**config.mk**
```make
export PLATFORM = sky130hd
export DESIGN_NAME = time_display
export DESIGN_NICKNAME = d
export VERILOG_FILES = /design/src/rtl/time_display.sv
export SDC_FILE = /design/constraint.sdc
export NUM_CORES = 1
export LEC_CHECK = 0
export BUFFER_PORTS_ARGS = -buffer_cell sky130_fd_sc_hd__buf_4
export CORE_MARGIN = 4
export CORE_UTILIZATION = 40
export DETAILED_ROUTE_END_ITERATION = 10
export PLACE_DENSITY = 0.58
export SLEW_MARGIN = 20
export SYNTH_ARGS = -nofsm -noshare
export SYNTH_HDL_FRONTEND = slang
export SYNTH_SLANG_ARGS = --single-unit
export TNS_END_PERCENT = 100
```
**constraint.sdc**
```tcl
create_clock -name clk -period 6.4 [get_ports clk]
set_input_delay 0.64 -clock clk [delete_from_list [all_inputs] [get_ports clk]]
set_output_delay 0.64 -clock clk [all_outputs]
set_load 0.02 [all_outputs]
```
**src/rtl/time_display.sv**
```systemverilog
// time_display
//   Scanned six-digit seven-segment driver for the alarm-clock time path.
//   Converts binary hour/min/sec into BCD digit pairs and time-multiplexes
//   them onto one shared active-low segment bus. A whole frame is drawn from
//   one snapshot of the inputs, so a roll-over mid-frame never tears the
//   display. Digits selected by the blink mask are blanked during the odd
//   blink phase. The separator dot blinks while running and is steady while
//   setting.
//
// Parameters
//   SCAN_DIV   clk cycles per digit slot (six slots per frame)
//   BLINK_HALF clk cycles per blink half-period
//
// Ports
//   clk    system clock, rising edge
//   rst    asynchronous, active-high reset
//   hour   binary hours   (0..23 expected; >= 100 shows dashes)
//   min    binary minutes (0..59 expected; >= 100 shows dashes)
//   sec    binary seconds (0..59 expected; >= 100 shows dashes)
//   blink  per-digit blink mask, bit5 = hour tens .. bit0 = sec ones
//   norm   1 = running, 0 = setting mode
//   an     digit enables, active-low one-hot, bit5 = hour tens .. bit0 = sec ones
//   seg    segments {g,f,e,d,c,b,a}, active-low
//   dp     decimal point, active-low
module time_display #(
  parameter int SCAN_DIV   = 1000,
  parameter int BLINK_HALF = 250000
) (
  input  logic       clk,
  input  logic       rst,
  input  logic [6:0] hour,
  input  logic [6:0] min,
  input  logic [6:0] sec,
  input  logic [5:0] blink,
  input  logic       norm,
  output logic [5:0] an,
  output logic [6:0] seg,
  output logic       dp
);

  localparam int SCAN_W  = (SCAN_DIV   > 1) ? $clog2(SCAN_DIV)   : 1;
  localparam int BLINK_W = (BLINK_HALF > 1) ? $clog2(BLINK_HALF) : 1;

  localparam logic [SCAN_W-1:0]  SCAN_LAST  = SCAN_W'(SCAN_DIV - 1);
  localparam logic [BLINK_W-1:0] BLINK_LAST = BLINK_W'(BLINK_HALF - 1);

  localparam logic [6:0] SEG_BLANK = 7'h7F;
  localparam logic [6:0] SEG_DASH  = 7'h3F;

  typedef struct packed {
    logic [3:0] tens;
    logic [3:0] ones;
  } bcd_t;

  // Restoring compare/subtract by 80, 40, 20, 10. Exact for 0..99; larger
  // values are caught separately and shown as dashes.
  function automatic bcd_t to_bcd(input logic [6:0] v);
    bcd_t       r;
    logic [6:0] rem;
    rem = v;
    r   = '0;
    if (rem >= 7'd80) begin rem = rem - 7'd80; r.tens[3] = 1'b1; end
    if (rem >= 7'd40) begin rem = rem - 7'd40; r.tens[2] = 1'b1; end
    if (rem >= 7'd20) begin rem = rem - 7'd20; r.tens[1] = 1'b1; end
    if (rem >= 7'd10) begin rem = rem - 7'd10; r.tens[0] = 1'b1; end
    r.ones = rem[3:0];
    return r;
  endfunction

  function automatic logic [6:0] seg_code(input logic [3:0] d);
    logic [6:0] s;
    case (d)
      4'd0:    s = 7'h40;
      4'd1:    s = 7'h79;
      4'd2:    s = 7'h24;
      4'd3:    s = 7'h30;
      4'd4:    s = 7'h19;
      4'd5:    s = 7'h12;
      4'd6:    s = 7'h02;
      4'd7:    s = 7'h78;
      4'd8:    s = 7'h00;
      4'd9:    s = 7'h10;
      default: s = SEG_BLANK;
    endcase
    return s;
  endfunction

  logic [SCAN_W-1:0]  scan_cnt;
  logic [BLINK_W-1:0] blink_cnt;
  logic               phase;
  logic [2:0]         idx;
  logic [6:0]         hour_s, min_s, sec_s;
  logic [5:0]         blink_s;

  logic               scan_tick;
  logic               frame_wrap;
  logic [2:0]         idx_next;
  logic [6:0]         f_hour, f_min, f_sec, field;
  logic [5:0]         f_blink;
  bcd_t               bcd;
  logic [5:0]         an_next;
  logic [6:0]         seg_next;
  logic               dp_next;

  assign scan_tick  = (scan_cnt == SCAN_LAST);
  assign frame_wrap = (idx == 3'd0);

  // Free-running counters; neither depends on norm or on the other.
  // NOTE: sequential state uses non-blocking assignments so every register
  // samples pre-edge values, independent of block ordering.
  always_ff @(posedge clk or posedge rst) begin
    if (rst) begin
      scan_cnt <= '0;
    end else if (scan_tick) begin
      scan_cnt <= '0;
    end else begin
      scan_cnt <= scan_cnt + SCAN_W'(1);
    end
  end

  always_ff @(posedge clk or posedge rst) begin
    if (rst) begin
      blink_cnt <= '0;
      phase     <= 1'b0;
    end else if (blink_cnt == BLINK_LAST) begin
      blink_cnt <= '0;
      phase     <= ~phase;
    end else begin
      blink_cnt <= blink_cnt + BLINK_W'(1);
    end
  end

  // On a frame wrap the new digit is drawn from the live inputs, which are
  // simultaneously captured into the shadows for the remaining five slots.
  always_comb begin
    // NOTE: every combinational output gets a default first so no path
    // leaves a value unassigned and infers a latch.
    idx_next = (idx == 3'd0) ? 3'd5 : idx - 3'd1;
    f_hour   = frame_wrap ? hour  : hour_s;
    f_min    = frame_wrap ? min   : min_s;
    f_sec    = frame_wrap ? sec   : sec_s;
    f_blink  = frame_wrap ? blink : blink_s;

    case (idx_next)
      3'd5, 3'd4: field = f_hour;
      3'd3, 3'd2: field = f_min;
      default:    field = f_sec;
    endcase

    bcd = to_bcd(field);

    // Odd indices are the tens digits of each field.
    if (field >= 7'd100) begin
      seg_next = SEG_DASH;
    end else if (idx_next[0]) begin
      seg_next = seg_code(bcd.tens);
    end else begin
      seg_next = seg_code(bcd.ones);
    end

    if (f_blink[idx_next] && phase) begin
      seg_next = SEG_BLANK;
    end

    an_next = ~(6'b000001 << idx_next);
    dp_next = ~(((idx_next == 3'd4) || (idx_next == 3'd2)) && (~norm || ~phase));
  end

  always_ff @(posedge clk or posedge rst) begin
    if (rst) begin
      idx     <= 3'd0;
      hour_s  <= '0;
      min_s   <= '0;
      sec_s   <= '0;
      blink_s <= '0;
      an      <= 6'b111111;
      seg     <= SEG_BLANK;
      dp      <= 1'b1;
    end else if (scan_tick) begin
      idx <= idx_next;
      if (frame_wrap) begin
        hour_s  <= hour;
        min_s   <= min;
        sec_s   <= sec;
        blink_s <= blink;
      end
      an  <= an_next;
      seg <= seg_next;
      dp  <= dp_next;
    end
  end

endmodule

```
==> metrics.log, run 1 <==
INFO  metric postCtsHoldBufs = 0
INFO  metric grt.total_usage = approximately 18%
INFO  metric critical_path.reg2reg.startpoint = idx[0]$_DFFE_PP0N_
INFO  metric final-seq-area = ~1800 um^2
INFO  metric cts-buffers-inserted = 9
INFO  metric leakagePower = around 2.4 nW
INFO  metric postSynthAreaPerCell = 9.85 um^2
INFO  metric viasPerCell = 5.79
INFO  metric rsz0062_at_grt = false
INFO  metric overall_die_area = roughly 14000 um^2
INFO  metric dieWidth = between 100 and 150 um
INFO  metric detail_route.drc_violations = 0
INFO  metric grt_first_pass_wirelength = around 19 mm
INFO  metric worst-r2r-cell-count = 22
INFO  metric synth_cells = approximately 480
INFO  metric detail_route.wirelength = approximately 11 mm
INFO  metric p_per_area = 204 nW/um^2
INFO  metric place_ws = approximately 550 ps
INFO  metric post_route_cells_drive_above_1_share = 25.7%
INFO  metric endpoint = seg[1]$_DFFE_PP1N_
INFO  metric maxSlewHeadroom = a little over a third
INFO  metric timing.final.crit_share = between 90% and 100%
INFO  metric final_core_area_utilization = 47.5%
INFO  metric rows = 39
INFO  metric grt_antenna_before_repair = 0
INFO  metric leading_cell_type_by_number_of_instances_after_synthesis = sky130_fd_sc_hd__dfrtp_1
INFO  metric area_delta_synth_final = 14.8%
INFO  metric first_pass_iters = 7
INFO  metric yosys_register_bits = 73
INFO  metric critPathLaunch = idx[0]$_DFFE_PP0N_
INFO  metric ctsLongestPathBuffers = 2
INFO  metric mappedNetlistArea = ~4800 um^2
INFO  metric critical_path_class = reg -> reg
INFO  metric ys_top_cells_by_count = sky130_fd_sc_hd__dfrtp_1, sky130_fd_sc_hd__nor2_1, sky130_fd_sc_hd__nand2_1, sky130_fd_sc_hd__mux2_2, sky130_fd_sc_hd__a21oi_1
INFO  metric post-route-worst-setup-slack = around 490 ps
INFO  metric achievable-frequency = around 170 MHz
INFO  metric yosysTopAreaCell = sky130_fd_sc_hd__dfrtp_1
INFO  metric core_region_area = 11500 um^2
INFO  metric numPlacedInstances = 653
INFO  metric grt_pass1_vias = about 3800
INFO  metric cts_htree_levels = 3
INFO  metric synth-main-ff-cell = sky130_fd_sc_hd__dfrtp_1
INFO  metric synth-edff-count = 0
INFO  metric cp.required = about 6700 ps
INFO  metric end_kind = flip-flop
INFO  metric fillers = 1101
INFO  metric die_height = around 120 um
INFO  metric ir_worst_vdd = roughly 0.00021 V
INFO  metric worstHoldPathType = reg -> reg
INFO  metric cp_data_arrival_time = approximately 6000 ps
INFO  metric cts_tree = done
INFO  metric timing.reg2reg.setup_slack = just under 500 ps
INFO  metric startpoint_type = flip-flop
INFO  metric postSynth.asyncResetShare = 100%
INFO  metric dp_hpwl = 8.35 mm
INFO  metric post-synth-top-area-fraction = between 30% and 40%
INFO  metric drt_first_iter_violations = 269
INFO  metric num_vias = 3873
INFO  metric final_antenna_net_count = 0
INFO  metric cell_area_placed = a little over 5000 um^2
INFO  metric place_congestion = roughly 0.90
INFO  metric worstSkewPairLatency = between 300 and 400 ps
INFO  metric synth.area.top_cells = sky130_fd_sc_hd__dfrtp_1, sky130_fd_sc_hd__dfstp_2, sky130_fd_sc_hd__mux2_2, sky130_fd_sc_hd__ha_1, sky130_fd_sc_hd__mux2i_1
INFO  metric fin_worst_skew = 4.04 ps
INFO  metric final_max_slew_viol_count = 0
INFO  metric tightestPinTransition = around 970 ps
INFO  metric result_of_the_run = complete, no violations
INFO  metric postLayoutCellArea = between 5000 and 6000 um^2
INFO  metric num_antenna_cells = 0
INFO  metric yosysSeqAreaShare = ~39%
INFO  metric root_buffer = sky130_fd_sc_hd__clkbuf_16
INFO  metric synth.net_count = ~530
INFO  metric report.final.setup_viol = 0
INFO  metric layoutNonFillerInstCount = around 670
INFO  metric clkTransAtPathRegs = 60 ps
INFO  metric boundaryPins = 44
INFO  metric detail_route.wl_per_cell = about 17 um
INFO  metric final_tns_setup = 0 ps
INFO  metric port_buffers = 43
INFO  metric r2r-end = seg[1]$_DFFE_PP1N_
INFO  metric fin_crit = 5910 ps
INFO  metric clock-sinks = 73
INFO  metric synth-warning-count = 0
INFO  metric starting_density = 41.3%
INFO  metric hold_violations = 0
INFO  metric critical_path_peak_fanout = 11
INFO  metric grt_max_degree = 74
INFO  metric layout.nets = 570
INFO  metric maxCapViolations = 0
INFO  metric multi_input_comb_area = between 2000 and 3000 um^2
INFO  metric grt_remaining_overflow = 0
INFO  metric number_of_unique_standard_cell_types_used_by_synthesis = 76
## layer usage
layer | part of all wire, % | global-route usage (%)
met5 | 0 | 0
met4 | 1.6 | 6.19
met3 | 5.3 | 4.22
met2 | 45 | 26.7
met1 | 48 | 24.5
## critical path: stages, from the launching register on
cell	delay [ps]
sky130_fd_sc_hd__dfrtp_1	570
sky130_fd_sc_hd__inv_1	110
sky130_fd_sc_hd__ha_1	240
sky130_fd_sc_hd__ha_1	470
sky130_fd_sc_hd__nand2b_1	210
sky130_fd_sc_hd__o31a_1	410
sky130_fd_sc_hd__o22ai_2	140
sky130_fd_sc_hd__or2_1	380
sky130_fd_sc_hd__inv_2	180
sky130_fd_sc_hd__ha_1	370
sky130_fd_sc_hd__inv_1	120
sky130_fd_sc_hd__nand2_1	120
sky130_fd_sc_hd__o221ai_1	110
sky130_fd_sc_hd__a31o_1	310
sky130_fd_sc_hd__nand2_1	110
sky130_fd_sc_hd__o2111ai_4	190
sky130_fd_sc_hd__or4_4	640
sky130_fd_sc_hd__clkinv_2	110
sky130_fd_sc_hd__nand2_1	80
sky130_fd_sc_hd__nand2_1	160
sky130_fd_sc_hd__ha_1	270
sky130_fd_sc_hd__or3_1	380
sky130_fd_sc_hd__a21oi_1	150
## cells in the final DEF (no fill, tap or decap), drive strengths merged, types with 3 or more instances in the layout
master / count
a21o: 3
o22ai: 8
ha: 19
inv: 13
or3: 8
o221ai: 4
o22a: 4
dfstp: 14
buf: 47
a211oi: 9
clkbuf: 12
o31ai: 3
nand2b: 4
clkinv: 3
o21ai: 28
a2111oi: 3
or4: 3
nor4b: 3
a31oi: 5
nor2b: 5
nor3: 10
nand3: 15
mux2i: 20
xor2: 12
a21oi: 27
and2: 3
nand2: 37
nor2: 44
a211o: 4
nand4: 5
o31a: 3
and3: 13
dfrtp: 59
mux2: 33
xnor2: 9
o211ai: 6
## sequential cells by signal, indices dropped and copies added, names as in the netlist
signal / cells
phase: 1
hour_s: 7
seg: 7
scan_cnt: 10
blink_cnt: 18
sec_s: 7
min_s: 7
idx: 3
blink_s: 6
dp: 1
an: 6
## cell type report
| class | instances | area share [%] |
|---|---|---|
| Timing Repair Buffer | 47 | 6.46 |
| Multi-Input combinational cell | 377 | 50.4 |
| Clock buffer | 12 | 4.69 |
| Tap cell | 143 | 3.27 |
| Inverter | 13 | 0.916 |
| Clock inverter | 4 | 0.481 |
| Sequential cell | 73 | 33.7 |
## what timing repair did
action                     4_1_cts  5_1_grt
buffers inserted                 0        0
resized for setup                0        1
setup endpoints to repair        0        4
## cells by family (layout without fill, tap and decap cells)
logic type	Yosys count	after routing	share of synthesized area, %
AO/OA/AOI/OAI	127	127	19.2
adder cells (fa/ha/maj)	19	19	4.99
multiplexers	54	54	12.6
buffers and inverters	33	76	3.55
XOR/XNOR	21	21	3.86
flip-flops	73	73	38.7
AND/OR/NAND/NOR	156	156	17.0
## power by group
group          total [mW]  switching, mW  leakage, nW  internal (mW)
logic               0.167         0.0998         1.39         0.0668
registers           0.472        0.00316        0.871          0.469
clock network       0.479          0.195        0.139          0.284
total                1.12          0.298         2.40          0.819
## metrics by stage
| stage | total power [mW] | hold WS, ps |
|---|---|---|
| 3_3_place_gp | 0.645 | 454 |
| 4_1_cts | 1.13 | 463 |
| 2_1_floorplan | 0.597 | 433 |
| 3_5_place_dp | 0.644 | 455 |
| 6_report | 1.12 | 458 |
| 5_1_grt | 1.17 | 487 |
## worst min-delay path by stage
stage,endpoint,depth (start not counted),start
floorplan,blink_cnt[0]$_DFF_PP0_,1,blink_cnt[0]$_DFF_PP0_
detailed placement,blink_cnt[0]$_DFF_PP0_,1,blink_cnt[0]$_DFF_PP0_
global route,blink_cnt[0]$_DFF_PP0_,1,blink_cnt[0]$_DFF_PP0_
CTS,blink_cnt[0]$_DFF_PP0_,1,blink_cnt[0]$_DFF_PP0_
finish,blink_cnt[0]$_DFF_PP0_,1,blink_cnt[0]$_DFF_PP0_
global placement,blink_cnt[0]$_DFF_PP0_,1,blink_cnt[0]$_DFF_PP0_
(Power assumes the default switching activity.)
==> run 2: changes to the inputs <==
--- a/config.mk
+++ b/config.mk
@@ -5,11 +5,11 @@
 export SDC_FILE = /design/constraint.sdc
 export NUM_CORES = 1
 export LEC_CHECK = 0
+export ABC_AREA = 1
 export BUFFER_PORTS_ARGS = -buffer_cell sky130_fd_sc_hd__buf_4
-export CORE_MARGIN = 4
+export CORE_MARGIN = 2
 export CORE_UTILIZATION = 40
 export DETAILED_ROUTE_END_ITERATION = 10
-export PLACE_DENSITY = 0.58
 export SLEW_MARGIN = 20
 export SYNTH_ARGS = -nofsm -noshare
 export SYNTH_HDL_FRONTEND = slang
==> run 2 against run 1 <==
Setup slack better by 700 ps. Area after synthesis down 3.5%. Register-to-register slack better by 700 ps. Critical path type unchanged. Synthesized cell count up 26%. Clock power up 3%. Die area down 9.9%. Clock skew up 3.3 ps. Final cell count up 20%. Critical endpoint is now seg[3]$_DFFE_PP1N_. Routed wire length down 9.7%. Count of clock-buffer cells in the layout up 1. Worst hold slack better by 8.1 ps. Largest power group unchanged. Final area down 1.7%.
==> metrics.log, run 2 <==
INFO  metric worst-r2r-cell-count = 34 (+55%)
INFO  metric cts_tree = done
INFO  metric final_tns_setup = 0 ps (unchanged)
INFO  metric whs_endpoint = blink_cnt[0]$_DFF_PP0_
INFO  metric maxCapViolations = 0 (unchanged)
INFO  metric yosysSeqAreaShare = 40.2% (+1.4 points)
INFO  metric synth-warning-count = 0 (unchanged)
INFO  metric critical_path_peak_fanout = 29 (+18)
INFO  metric clock-sinks = 73 (unchanged)
INFO  metric detail_route.drc_violations = 0 (unchanged)
INFO  metric synth.area.top_cells = sky130_fd_sc_hd__dfrtp_1, sky130_fd_sc_hd__nand2_1, sky130_fd_sc_hd__dfstp_2, sky130_fd_sc_hd__inv_1, sky130_fd_sc_hd__ha_1
INFO  metric viasPerCell = 4.94 (-15%)
INFO  metric postSynthAreaPerCell = 7.55 um^2 (-23%)
INFO  metric number_of_unique_standard_cell_types_used_by_synthesis = 43 (-43%)
INFO  metric yosysTopAreaCell = sky130_fd_sc_hd__dfrtp_1
INFO  metric critical_path.reg2reg.startpoint = idx[0]$_DFFE_PP0N_
INFO  metric timing.final.crit_share = 81.5% (-11 points)
INFO  metric ctsLongestPathBuffers = 2 (unchanged)
INFO  metric worst_path_dominant_cell_family = simple AND/OR/NAND/NOR gates
INFO  metric fillers = 1149 (+4.4%)
INFO  metric maxSlewHeadroom = 38.4% (+3.2 points)
INFO  metric leading_cell_type_by_number_of_instances_after_synthesis = sky130_fd_sc_hd__nand2_1
INFO  metric fin_crit = 5220 ps (-695 ps)
INFO  metric post_route_cells_drive_above_1_share = 21.6% (-4.1 points)
INFO  metric worstHoldPathType = reg -> reg
INFO  metric num_antenna_cells = 0 (unchanged)
INFO  metric grt_first_pass_wirelength = 17.5 mm (-6.5%)
INFO  metric postCtsHoldBufs = 0 (unchanged)
INFO  metric place_congestion = 0.841 (-6.1%)
INFO  metric min_delay_path_depth = 1 (unchanged)
INFO  metric switching_share = 27.4% (+0.69 points)
INFO  metric grt_use_met1 = 22.3% (-2.2 points)
INFO  metric critical_path_class = reg -> reg
INFO  metric grt_remaining_overflow = 0 (unchanged)
INFO  metric place_ws = 1170 ps (+622 ps)
INFO  metric first_pass_iters = 5 (-2)
INFO  metric core_region_area = 11300 um^2 (-1.7%)
INFO  metric layout.nets = 702 (+23%)
INFO  metric starting_density = 40.6% (-0.76 points)
INFO  metric final_antenna_net_count = 0 (unchanged)
INFO  metric result_of_the_run = complete, no violations
INFO  metric largest_register = blink_cnt
INFO  metric achievable-frequency = 192 MHz (+13%)
INFO  metric mappedNetlistArea = 4590 um^2 (-3.5%)
INFO  metric power.net_switching = 0.316 mW (+6.0%)
INFO  metric dp_hpwl = 7.59 mm (-9.0%)
INFO  metric sequentialPowerShare = 40.0% (-2.2 points)
INFO  metric layoutNonFillerInstCount = 801 (+20%)
INFO  metric timing.reg2reg.setup_slack = 1180 ps (+700 ps)
INFO  metric leakagePower = 2.85 nW (+19%)
INFO  metric boundaryPins = 44 (unchanged)
INFO  metric p_per_area = 215 nW/um^2 (+5.1%)
INFO  metric rsz0062_at_grt = false
INFO  metric tightestPinTransition = 924 ps (-42.9 ps)
INFO  metric top_regs = blink_cnt: 18 flops, scan_cnt: 10 flops
INFO  metric die_height = 111 um (-5.1%)
INFO  metric post-route-worst-setup-slack = 1180 ps (+695 ps)
INFO  metric ys_top_cells_by_count = sky130_fd_sc_hd__nand2_1, sky130_fd_sc_hd__inv_1, sky130_fd_sc_hd__nor2_1, sky130_fd_sc_hd__dfrtp_1, sky130_fd_sc_hd__o21ai_0
INFO  metric postSynth.asyncResetShare = 100% (unchanged)
INFO  metric timing.critical_path.mode_cell = sky130_fd_sc_hd__nand2_1
INFO  metric final-seq-area = 1840 um^2 (unchanged)
INFO  metric timing.critical_path.slowest_stage_cell = sky130_fd_sc_hd__dfrtp_1
INFO  metric clkPwrFrac = 42.7% (-0.2 points)
INFO  metric grt.total_usage = 17.3% (-0.25 points)
INFO  metric drt_first_iter_violations = 258 (-4.1%)
INFO  metric synth.net_count = 657 (+23%)
INFO  metric synth_cells = 608 (+26%)
INFO  metric end_kind = flip-flop
INFO  metric crit_path_max_incr_delay = 470 ps (-170 ps)
INFO  metric yosys_register_bits = 73 (unchanged)
INFO  metric hp-start = blink_cnt[0]$_DFF_PP0_
INFO  metric startpoint_type = flip-flop
INFO  metric final_cell_mix = sky130_fd_sc_hd__nand2_1, sky130_fd_sc_hd__inv_1, sky130_fd_sc_hd__nor2_1
INFO  metric cts.repair.resized = 0 (unchanged)
INFO  metric cts_setup_buffers = 0 (unchanged)
INFO  metric internal_power = 0.838 mW (+2.4%)
INFO  metric area_delta_synth_final = 16.9%
INFO  metric numPlacedInstances = 785 (+20%)
INFO  metric clkTransAtPathRegs = 60 ps (about the same)
INFO  metric grt_pass1_vias = 3865 (+1.8%)
INFO  metric grt_busiest_layer = met2
INFO  metric power = 1.15 mW (+3.3%)
INFO  metric r2r-end = seg[3]$_DFFE_PP1N_
INFO  metric hold_violations = 0 (unchanged)
INFO  metric pwr-share-comb = 17.2% (+2.3 points)
INFO  metric overall_die_area = 12400 um^2 (-9.9%)
INFO  metric port_buffers = 43 (unchanged)
INFO  metric largest_register_ffs = 18 (unchanged)
INFO  metric fin_worst_skew = 7.37 ps (+3.33 ps)
INFO  metric cts-buffers-inserted = 9 (unchanged)
INFO  metric final_max_slew_viol_count = 0 (unchanged)
INFO  metric synth-main-ff-cell = sky130_fd_sc_hd__dfrtp_1
INFO  metric post-synth-top-area-fraction = 32.1% (+1.1 points)
INFO  metric cp.buffers_inverters = 6 (+2)
INFO  metric report.final.setup_viol = 0 (unchanged)
INFO  metric root_buffer = sky130_fd_sc_hd__clkbuf_16
INFO  metric cp_data_arrival_time = 5480 ps (-700 ps)
INFO  metric rows = 39 (unchanged)
INFO  metric use_met2 = 28.7% (+2.0 points)
INFO  metric ir_worst_vdd = 0.000137 V (-36%)
INFO  metric detail_route.wirelength = 10.2 mm (-9.7%)
INFO  metric num_vias = 3954 (+2.1%)
INFO  metric multi_input_comb_area = 2330 um^2 (-15%)
INFO  metric synth-edff-count = 0 (unchanged)
INFO  metric final_core_area_utilization = 47.4% (about the same)
INFO  metric layout.cells.most_common = sky130_fd_sc_hd__nand2_1
INFO  metric detail_route.wl_per_cell = 12.8 um (-25%)
INFO  metric cp.required = 6660 ps (about the same)
INFO  metric cts_htree_levels = 3 (unchanged)
INFO  metric worstSkewPairLatency = 330 ps (about the same)
INFO  metric grt_antenna_before_repair = 0 (unchanged)
INFO  metric use_met3 = 2.68% (-1.5 points)
INFO  metric grt_max_degree = 74 (unchanged)
INFO  metric dieWidth = 111 um (-5.1%)
==> run 2: final cells by class <==
cell class                      instances  share of cell area, %
Tap cell                              143                   3.33
Clock buffer                           13                   5.22
Sequential cell                        73                   34.3
Timing Repair Buffer                   48                   6.71
Clock inverter                          3                  0.396
Inverter                               95                   6.64
Multi-Input combinational cell        426                   43.4
==> run 2: power groups by stage <==
stage | Clock [mW] | Combinational [mW] | Sequential, mW
floorplan | 0 | 0.152 | 0.470
global placement | 0 | 0.195 | 0.470
detailed placement | 0 | 0.199 | 0.470
CTS | 0.507 | 0.200 | 0.462
global route | 0.527 | 0.228 | 0.462
finish | 0.493 | 0.199 | 0.462
==> run 2: routing by layer <==
layer	up-vias	part of all wire (%)
met5	-	0
met4	0	1.8
met3	11	3.2
met2	57	48
met1	1849	47
li1	2037	-
==> run 2: worst max-delay path by stage <==
stage                  startpoint                  to  slack [ps]  depth (start not counted)
3_3_place_gp   idx[0]$_DFFE_PP0N_  seg[0]$_DFFE_PP1N_        1360                         31
5_1_grt        idx[0]$_DFFE_PP0N_  seg[5]$_DFFE_PP1N_         550                         37
2_1_floorplan  idx[0]$_DFFE_PP0N_  seg[3]$_DFFE_PP1N_        2290                         35
3_5_place_dp   idx[0]$_DFFE_PP0N_  seg[0]$_DFFE_PP1N_        1170                         31
4_1_cts        idx[0]$_DFFE_PP0N_  seg[3]$_DFFE_PP1N_        1160                         34
6_report       idx[0]$_DFFE_PP0N_  seg[3]$_DFFE_PP1N_        1180                         34
==> run 2: logic make-up after synthesis <==
family | after synthesis | synth area share, %
and+or+nand+nor | 300 | 30.5
DFF | 73 | 40.2
buffers and inverters | 109 | 9.13
AOI/OAI and AO/OA | 92 | 11.8
adders and majority gates | 19 | 5.18
xor gates and xnor gates | 4 | 0.763
muxes | 11 | 2.48
==> run 2: per-stage QoR <==
stage / hold WS, ps / instance area, um^2
3_3_place_gp: 450 / 5070
5_1_grt: 491 / 5370
2_1_floorplan: 433 / 4590
3_5_place_dp: 460 / 5070
6_report: 467 / 5370
4_1_cts: 467 / 5370
